`config.mk`:
```
export PLATFORM = sky130hd
export DESIGN_NAME = gen_fifo_rd_dwc_flat
export DESIGN_NICKNAME = d
export VERILOG_FILES = /design/src/rtl/gen_fifo_dwc_pkg.sv /design/src/rtl/gen_fifo_rd_dwc_if.sv /design/src/rtl/gen_fifo_rd_dwc.sv /design/src/flat_wrapper.sv
export SDC_FILE = /design/constraint.sdc
export NUM_CORES = 1
export LEC_CHECK = 0
export BUFFER_PORTS_ARGS = -buffer_cell sky130_fd_sc_hd__buf_2
export CAP_MARGIN = 20
export CORE_ASPECT_RATIO = 0.5
export CORE_MARGIN = 2
export CORE_UTILIZATION = 45
export DETAILED_ROUTE_END_ITERATION = 10
export PLACE_DENSITY = 0.71
export SLEW_MARGIN = 30
export SYNTH_ARGS = -nofsm -noshare
export SYNTH_HDL_FRONTEND = slang
export SYNTH_SLANG_ARGS = --single-unit
```
`constraint.sdc`:
```
create_clock -name clk -period 3.95 [get_ports clk]
set_input_delay 0.1975 -clock clk [delete_from_list [all_inputs] [get_ports clk]]
set_output_delay 0.1975 -clock clk [all_outputs]
set_load 0.05 [all_outputs]
```
`src/rtl/gen_fifo_dwc_pkg.sv`:
```
// Shared types and helpers for the FIFO read-side data-width down-converter.
package gen_fifo_dwc_pkg;

    typedef enum logic [0:0] {
        IDLE = 1'b0,
        SEND = 1'b1
    } dwc_state_e;

    // A zero or oversized request means "send the whole word".
    function automatic int eff_beats(input int cfg, input int ratio);
        return (cfg == 0 || cfg > ratio) ? ratio : cfg;
    endfunction

    function automatic int beat_lsb(input int idx, input int ratio, input int out_w,
                                    input int lsb_first);
        return (lsb_first != 0) ? idx * out_w : (ratio - 1 - idx) * out_w;
    endfunction

endpackage

```
`src/rtl/gen_fifo_rd_dwc_if.sv`:
```
// FIFO-facing and beat-stream handshake signals of the read-side down-converter.
interface gen_fifo_rd_dwc_if #(
    parameter int IN_W  = 16,
    parameter int OUT_W = 4
);
    logic [IN_W-1:0]  fifo_dat;
    logic             fifo_empty;
    logic             fifo_pop;
    logic [OUT_W-1:0] out_dat;
    logic             out_vld;
    logic             out_rdy;
    logic             out_last;

    modport master (
        input  fifo_dat, fifo_empty, out_rdy,
        output fifo_pop, out_dat, out_vld, out_last
    );

    modport slave (
        output fifo_dat, fifo_empty, out_rdy,
        input  fifo_pop, out_dat, out_vld, out_last
    );
endinterface

```
`src/rtl/gen_fifo_rd_dwc.sv`:
```
// Pops wide words from a zero-delay FIFO and serialises them into narrow beats,
// loading the next word on the same edge the previous word's last beat leaves.
module gen_fifo_rd_dwc
    import gen_fifo_dwc_pkg::*;
#(
    parameter  int IN_W      = 16,
    parameter  int OUT_W     = 4,
    parameter  int LSB_FIRST = 1,
    localparam int RATIO     = IN_W / OUT_W,
    localparam int BCNT_W    = $clog2(RATIO) + 1
) (
    input  logic              clk,
    input  logic              rst,
    input  logic [BCNT_W-1:0] cfg_beats,
    input  logic              flush,
    gen_fifo_rd_dwc_if.master bus,
    output logic              sts_busy,
    output logic [15:0]       sts_words,
    output logic              err_drop
);

    dwc_state_e        state_q, state_d;
    logic [IN_W-1:0]   hold_q, hold_d;
    logic [BCNT_W-1:0] idx_q, idx_d;
    logic [BCNT_W-1:0] cnt_q, cnt_d;
    logic [15:0]       words_q, words_d;
    logic              err_q, err_d;

    logic vld, last, xfer, last_xfer, load;

    always_comb begin
        vld       = (state_q == SEND);
        last      = vld && (idx_q == cnt_q - BCNT_W'(1));
        xfer      = vld && bus.out_rdy;
        last_xfer = xfer && last;
        load      = !rst && !bus.fifo_empty && !flush && (!vld || last_xfer);
    end

    // Load wins over everything else; it can only coincide with a last-beat transfer.
    always_comb begin
        state_d = state_q;
        hold_d  = hold_q;
        idx_d   = idx_q;
        cnt_d   = cnt_q;
        words_d = words_q;
        err_d   = 1'b0;
        if (last_xfer) begin
            words_d = words_q + 16'd1;
        end
        if (load) begin
            state_d = SEND;
            hold_d  = bus.fifo_dat;
            idx_d   = '0;
            cnt_d   = BCNT_W'(eff_beats(32'(cfg_beats), RATIO));
        end else if (flush && vld) begin
            state_d = IDLE;
            err_d   = !last_xfer;
        end else if (last_xfer) begin
            state_d = IDLE;
        end else if (xfer) begin
            idx_d = idx_q + BCNT_W'(1);
        end
    end

    always_ff @(posedge clk or posedge rst) begin
        if (rst) begin
            state_q <= IDLE;
            hold_q  <= '0;
            idx_q   <= '0;
            cnt_q   <= '0;
            words_q <= '0;
            err_q   <= 1'b0;
        end else begin
            state_q <= state_d;
            hold_q  <= hold_d;
            idx_q   <= idx_d;
            cnt_q   <= cnt_d;
            words_q <= words_d;
            err_q   <= err_d;
        end
    end

    assign bus.fifo_pop = load;
    assign bus.out_vld  = vld;
    assign bus.out_last = last;
    assign bus.out_dat  = vld ? OUT_W'(hold_q >> beat_lsb(32'(idx_q), RATIO, OUT_W, LSB_FIRST))
                              : '0;
    assign sts_busy     = vld;
    assign sts_words    = words_q;
    assign err_drop     = err_q;

endmodule

```
`src/flat_wrapper.sv`:
```
// flat-port wrapper written by rule: the top's interface ports become plain ports
module gen_fifo_rd_dwc_flat import gen_fifo_dwc_pkg::*;
#(
    parameter  int IN_W      = 16,
    parameter  int OUT_W     = 4,
    parameter  int LSB_FIRST = 1,
    localparam int RATIO     = IN_W / OUT_W,
    localparam int BCNT_W    = $clog2(RATIO) + 1
)
  (clk, rst, cfg_beats, flush, sts_busy, sts_words, err_drop, bus_fifo_dat, bus_fifo_empty, bus_out_rdy, bus_fifo_pop, bus_out_dat, bus_out_vld, bus_out_last);
  gen_fifo_rd_dwc_if #(.IN_W(IN_W), .OUT_W(OUT_W)) bus_i ();
  input  logic clk;
  input  logic rst;
  input  logic [BCNT_W-1:0] cfg_beats;
  input  logic flush;
  output logic sts_busy;
  output logic [15:0] sts_words;
  output logic err_drop;
  input wire logic [$bits(bus_i.fifo_dat)-1:0] bus_fifo_dat;
  input wire logic [$bits(bus_i.fifo_empty)-1:0] bus_fifo_empty;
  input wire logic [$bits(bus_i.out_rdy)-1:0] bus_out_rdy;
  output wire logic [$bits(bus_i.fifo_pop)-1:0] bus_fifo_pop;
  output wire logic [$bits(bus_i.out_dat)-1:0] bus_out_dat;
  output wire logic [$bits(bus_i.out_vld)-1:0] bus_out_vld;
  output wire logic [$bits(bus_i.out_last)-1:0] bus_out_last;
  assign bus_i.fifo_dat = bus_fifo_dat;
  assign bus_i.fifo_empty = bus_fifo_empty;
  assign bus_i.out_rdy = bus_out_rdy;
  assign bus_fifo_pop = bus_i.fifo_pop;
  assign bus_out_dat = bus_i.out_dat;
  assign bus_out_vld = bus_i.out_vld;
  assign bus_out_last = bus_i.out_last;
  gen_fifo_rd_dwc #(.IN_W(IN_W), .OUT_W(OUT_W), .LSB_FIRST(LSB_FIRST)) u_core (.clk(clk), .rst(rst), .cfg_beats(cfg_beats), .flush(flush), .bus(bus_i), .sts_busy(sts_busy), .sts_words(sts_words), .err_drop(err_drop));
endmodule
```
## Word level (Yosys, flattened, before mapping)

Index checks and enable logic that the tools add are counted.

| storage, ports and cells | value |
|---|---|
| register bits after elaboration | 40 |
| latch bits | 0 |
| memory bits (writable) | 0 |
| memory bits (read-only) | 0 |
| memories | 0 |

| cells by class | value |
|---|---|
| $add $sub $neg | 3 |
| $mul | 0 |
| div/mod/pow operators | 0 |
| $lt $le $gt $ge | 1 |
| equal/unequal tests | 3 |
| shift operators | 1 |
| muxes and demuxes | 11 |
| bitwise gates (word level) | 0 |
| reductions and logical operators | 18 |

Operators by type and width:

| kind | count |
|---|---|
| 16-bit by 1-bit adder with 16-bit output, second input constant | 1 |
| 16-bit by 5-bit right shift with 4-bit output | 1 |
| 3-bit two-way mux | 5 |
| 1-bit logical AND | 7 |
| 1-bit logical NOT | 5 |
| 1-bit two-way mux | 5 |
| 4-bit two-way mux | 1 |
| 2-bit inequality test, second input constant | 2 |
| 3-bit by 1-bit adder with 3-bit output, second input constant | 1 |
| 3-bit equality test | 1 |
| 3-bit greater-than comparator, second input constant | 1 |
| 3-bit logical NOT | 1 |
| 3-bit AND reduction | 1 |
| 3-bit nonzero test | 1 |
| 3-bit by 1-bit subtractor with 3-bit output, second input constant | 1 |
| 1-bit logical OR | 2 |
| 2-bit nonzero test | 1 |

## Logic depth before layout (Yosys ltp)

| logic depth | value |
|---|---|
| depth after elaboration | 8 |
| gate-level depth with buffers | 9 |
| mapped depth without buffers | 7 |

## Worst setup path after synthesis

Ideal clock, no wire load.

| timing | value |
|---|---|
| kind | register to register |
| from | register u_core.cnt_q[0] |
| to | register u_core.hold_q[0] |
| setup time | 128 ps |
| arrival time | 2025 ps |
| path slack | 1797 ps |
| cell stages (with the launch flop) | 9 |
| buffers on the path | 2 |
| clock period less this slack | 2153 ps |
| path through | dfrtp_1 -> inv_1 -> ha_1 -> xnor2_1 -> o41ai_4 -> and2_1 -> buf_6 -> buf_12 -> mux2_1 |

| on the way | value |
|---|---|
| cells in the longest elaborated chain, start to end | 6 |

Ends and longest elaborated chain:

| what | RTL line | source |
|---|---|---|
| start, declared | gen_fifo_rd_dwc.sv:25 | `logic [BCNT_W-1:0] cnt_q, cnt_d;` |
| start signal, assigned | gen_fifo_rd_dwc.sv:77 | `cnt_q <= cnt_d;` |
| 3-bit by 1-bit subtractor with 3-bit output | gen_fifo_rd_dwc.sv:33 | `last = vld && (idx_q == cnt_q - BCNT_W'(1));` |
| 3-bit equality test | gen_fifo_rd_dwc.sv:33 |  |
| 1-bit logical AND | gen_fifo_rd_dwc.sv:33 |  |
| 1-bit logical AND | gen_fifo_rd_dwc.sv:35 | `last_xfer = xfer && last;` |
| 1-bit logical OR | gen_fifo_rd_dwc.sv:36 | `load = !rst && !bus.fifo_empty && !flush && (!vld \|\| last_xfer);` |
| 1-bit logical AND | gen_fifo_rd_dwc.sv:36 |  |
| via bus_fifo_pop | flat_wrapper.sv:22 | `output wire logic [$bits(bus_i.fifo_pop)-1:0] bus_fifo_pop;` |
| end signal, assigned | gen_fifo_rd_dwc.sv:75 | `hold_q <= hold_d;` |
| end, declared | gen_fifo_rd_dwc.sv:23 | `logic [IN_W-1:0] hold_q, hold_d;` |

The timed path passes the listed nets, and every way through them passes these cells.
A chain may end at the register's enable or synchronous reset.

## Final worst setup path

| timing | value |
|---|---|
| from | register u_core.cnt_q[0] |
| to | output bus_fifo_pop |

| on the way | value |
|---|---|
| cells in the longest elaborated chain, start to end | 6 |

Ends and longest elaborated chain:

| what | RTL line |
|---|---|
| 3-bit by 1-bit subtractor with 3-bit output | gen_fifo_rd_dwc.sv:33 |
| 3-bit equality test | gen_fifo_rd_dwc.sv:33 |
| 1-bit logical AND | gen_fifo_rd_dwc.sv:33 |
| 1-bit logical AND | gen_fifo_rd_dwc.sv:35 |
| 1-bit logical OR | gen_fifo_rd_dwc.sv:36 |
| 1-bit logical AND | gen_fifo_rd_dwc.sv:36 |
| end, declared | flat_wrapper.sv:22 |

Every way passes these cells.

==> flow_summary.ini <==
[grt]
grt_overflow = 0
first_global_vias = 1256
antenna_found_initial = 0
grt_total_usage_pct = 15.4
grt_pass1_wl_um = 5850
grt_start_max_net_pins = 41

[finish]
fraction_of_layout_cells_with_a_size_suffix_above_1_pct = 39.1
layout.cells.most_common_list = buf_2, dfrtp_1, xnor2_1, mux2_4, nor2_1
diodes = 0
leading_cell_type_in_the_layout_fill_and_taps_excluded = buf_2
fill_cell_count = 390
multi_input_area_sq_um = 890
flow.area_growth_from_synthesis_pct = 19.3
fin_nets = 229
fin_cells = 259
sequential_cell_area_sq_um = 1000

[sta]
worst_slack_ns = 0.926
timing_worst_slew_pin_value_ns = 0.573
finalSetupViolCount = 0
min_period_ns = 3.02
setup_tns_ns = 0
max-slew-margin-rel_pct = 61.8
period_share_pct = 76.5
timing_hold_violations_final = 0
maxClockFrequency_mhz = 331
finClkSkew_ns = 0.00606
slew_viol_final = 0
unrepaired_setup_endpoints_after_global_routing = false

[route]
initialDrtViolationCount = 38
drt_wirelength_um = 3440
number_of_vias_per_cell = 4.95
drt_pass1_iterations = 4
drc_violation_count_after_routing = 0
via_count = 1282
drt-wirelength-per-cell_um = 13.3
antenna_violating_nets_post_route = 0

[placed_design]
place.detailed.hpwl_um = 2510
placed_cells_incl_taps = 251
detailedPlace.worstSlack_ns = 1.24
port_buffers = 48
gp_congestion = 0.804

[pwr]
power_leakage_nw = 1.20
worst_ir_drop_vdd_mv = 0.245
power-per-cell-area_nw_per_um2 = 550

[cts]
cts_tree = built
clockBufferDepth = 2
post_cts_buffers = 0
clkTransAtPathRegs_ns = 0.08
tritoncts_num_sinks = 40
cts_made_buffers = 5
worst_skew_pair.late_latency_ns = 0.30
ctsHoldBuffers = 0
postCtsResizedCells = 0
clock_tree.root_cell = clkbuf_8
cts_max_level = 2

[logic_synthesis]
synth_top_family_by_area = multiplexers
synth.top_cells.by_area = dfrtp_1, mux2_4, mux4_1
area_share_of_and_or_nand_nor_cells_after_synthesis_pct = 11.2
mappedNetlistNets = 178
cell_area_after_technology_mapping_sq_um = 1990
synth_top_cell_area_share_pct = 50.4
post_synthesis_mux_area_share_pct = 17.4
ys_async_sr_fraction_pct = 100
synth_adder_area_share_pct = 2.52
synth.distinct_cells = 33
synth-xor-area-share_pct = 8.76
synth-warning-count = 0
postSynthCellCount = 150
area_leader_netlist = dfrtp_1
seq_area_frac_synth_pct = 50.4
synth_edf_count = 0
share_of_the_synthesized_area_in_compound_gates_ao_oa_aoi_oai_pct = 4.91
synth_ff_type = dfrtp_1
mean_post_synth_cell_area_sq_um = 13.2
register_bit_count_reported_by_yosys = 40

[critical_path]
worst-endpoint-required_ns = 3.75
critPathLaunchType = flip-flop
rr_worst_depth = 7
critPathMaxFanout = 15
crit_path_end_kind = output pin
cp.arrival_ns = 2.83
critPathKind = reg -> out

[floorplanning]
io_pins = 49
start_util_pct = 46.0
die_y_um = 51.0
floorplan.rows = 17
design.core.area_sq_um = 4320
chipWidth_um = 97.9
dieArea_sq_um = 4990

[run]
max_cap_viol_count = 0

[outcome]
outcome = finished, final reports clean

[worst_hold_path]
min_path_type = in -> async
## per-layer routing
layer	track usage (%)	vias up	wire length (um)
met5	0	-	0
met4	6.25	0	59
met3	4.92	5	155
met2	24.8	24	1650
met1	19.6	627	1580
li1	-	626	-
## where the power goes
part | internal [mW] | switching [mW]
sequential | 0.485 | 0.0661
clock | 0.223 | 0.143
combinational | 0.193 | 0.194
total | 0.901 | 0.402
## area by class of cell
class,instances,share of cell area [%]
Sequential cell,40,42.2
Inverter,7,1.11
Tap cell,57,3.01
Clock inverter,1,1.27
Timing Repair Buffer,50,10.8
Multi-Input combinational cell,97,37.5
Clock buffer,7,4.07
## sequential cells by signal, summed over array words and instances (netlist names)
name	flops
u_core.err_drop	1
u_core.cnt_q	3
u_core.bus.out_vld	1
u_core.sts_words	16
u_core.hold_q	16
u_core.idx_q	3
## synth_stat cells, drive strengths merged (2+ instances only)
library cell  number
xor2               5
mux4               4
nand3              4
and3               6
o21ai              2
nand2              5
nor2b              6
and2               2
or2                2
dfrtp             40
mux2              18
inv                7
nand4              4
ha                 4
buf                6
nand2b             2
o41ai              2
a21oi              3
xnor2             12
nor2               9
## worst paths after layout
check	from	to	slack [ns]
worst max-delay path	u_core.cnt_q[0]	bus_fifo_pop	0.93
worst min register to register	u_core.sts_words[15]	u_core.sts_words[15]	0.47
worst max register to register	u_core.cnt_q[0]	u_core.hold_q[12]	1.26
worst min-delay path	rst	u_core.bus.out_vld	0.03
max in group asynchronous	rst	u_core.hold_q[5]	3.58
min in group clk	flush	u_core.bus.out_vld	0.08
## critical path: stages, from the launching register on
cell and delay [ns]:
dfrtp_1 0.37, inv_1 0.06, ha_1 0.30, xnor2_1 0.19
o41ai_4 0.42, and2_1 0.55, buf_4 0.34, buf_2 0.30
## metrics by stage
step	hold slack, ns	util (%)	total power [mW]	area (sq um)
6_report	0.0288	54.9	1.30	2370
3_5_place_dp	0.376	52.0	0.951	2240
5_1_grt	0.0794	54.9	1.38	2370
4_1_cts	0.0522	54.9	1.32	2370
3_3_place_gp	0.351	52.0	0.940	2240
2_1_floorplan	0.261	-	0.875	1990
## logic make-up after synthesis
kind of cell | after synthesis
AO/OA/AOI/OAI | 11
XOR/XNOR | 18
adder cells (fa/ha/maj) | 4
buffers and inverters | 13
flip-flops | 40
multiplexers | 22
AND/OR/NAND/NOR | 42
Note: power is estimated with default switching activity, not from simulation.
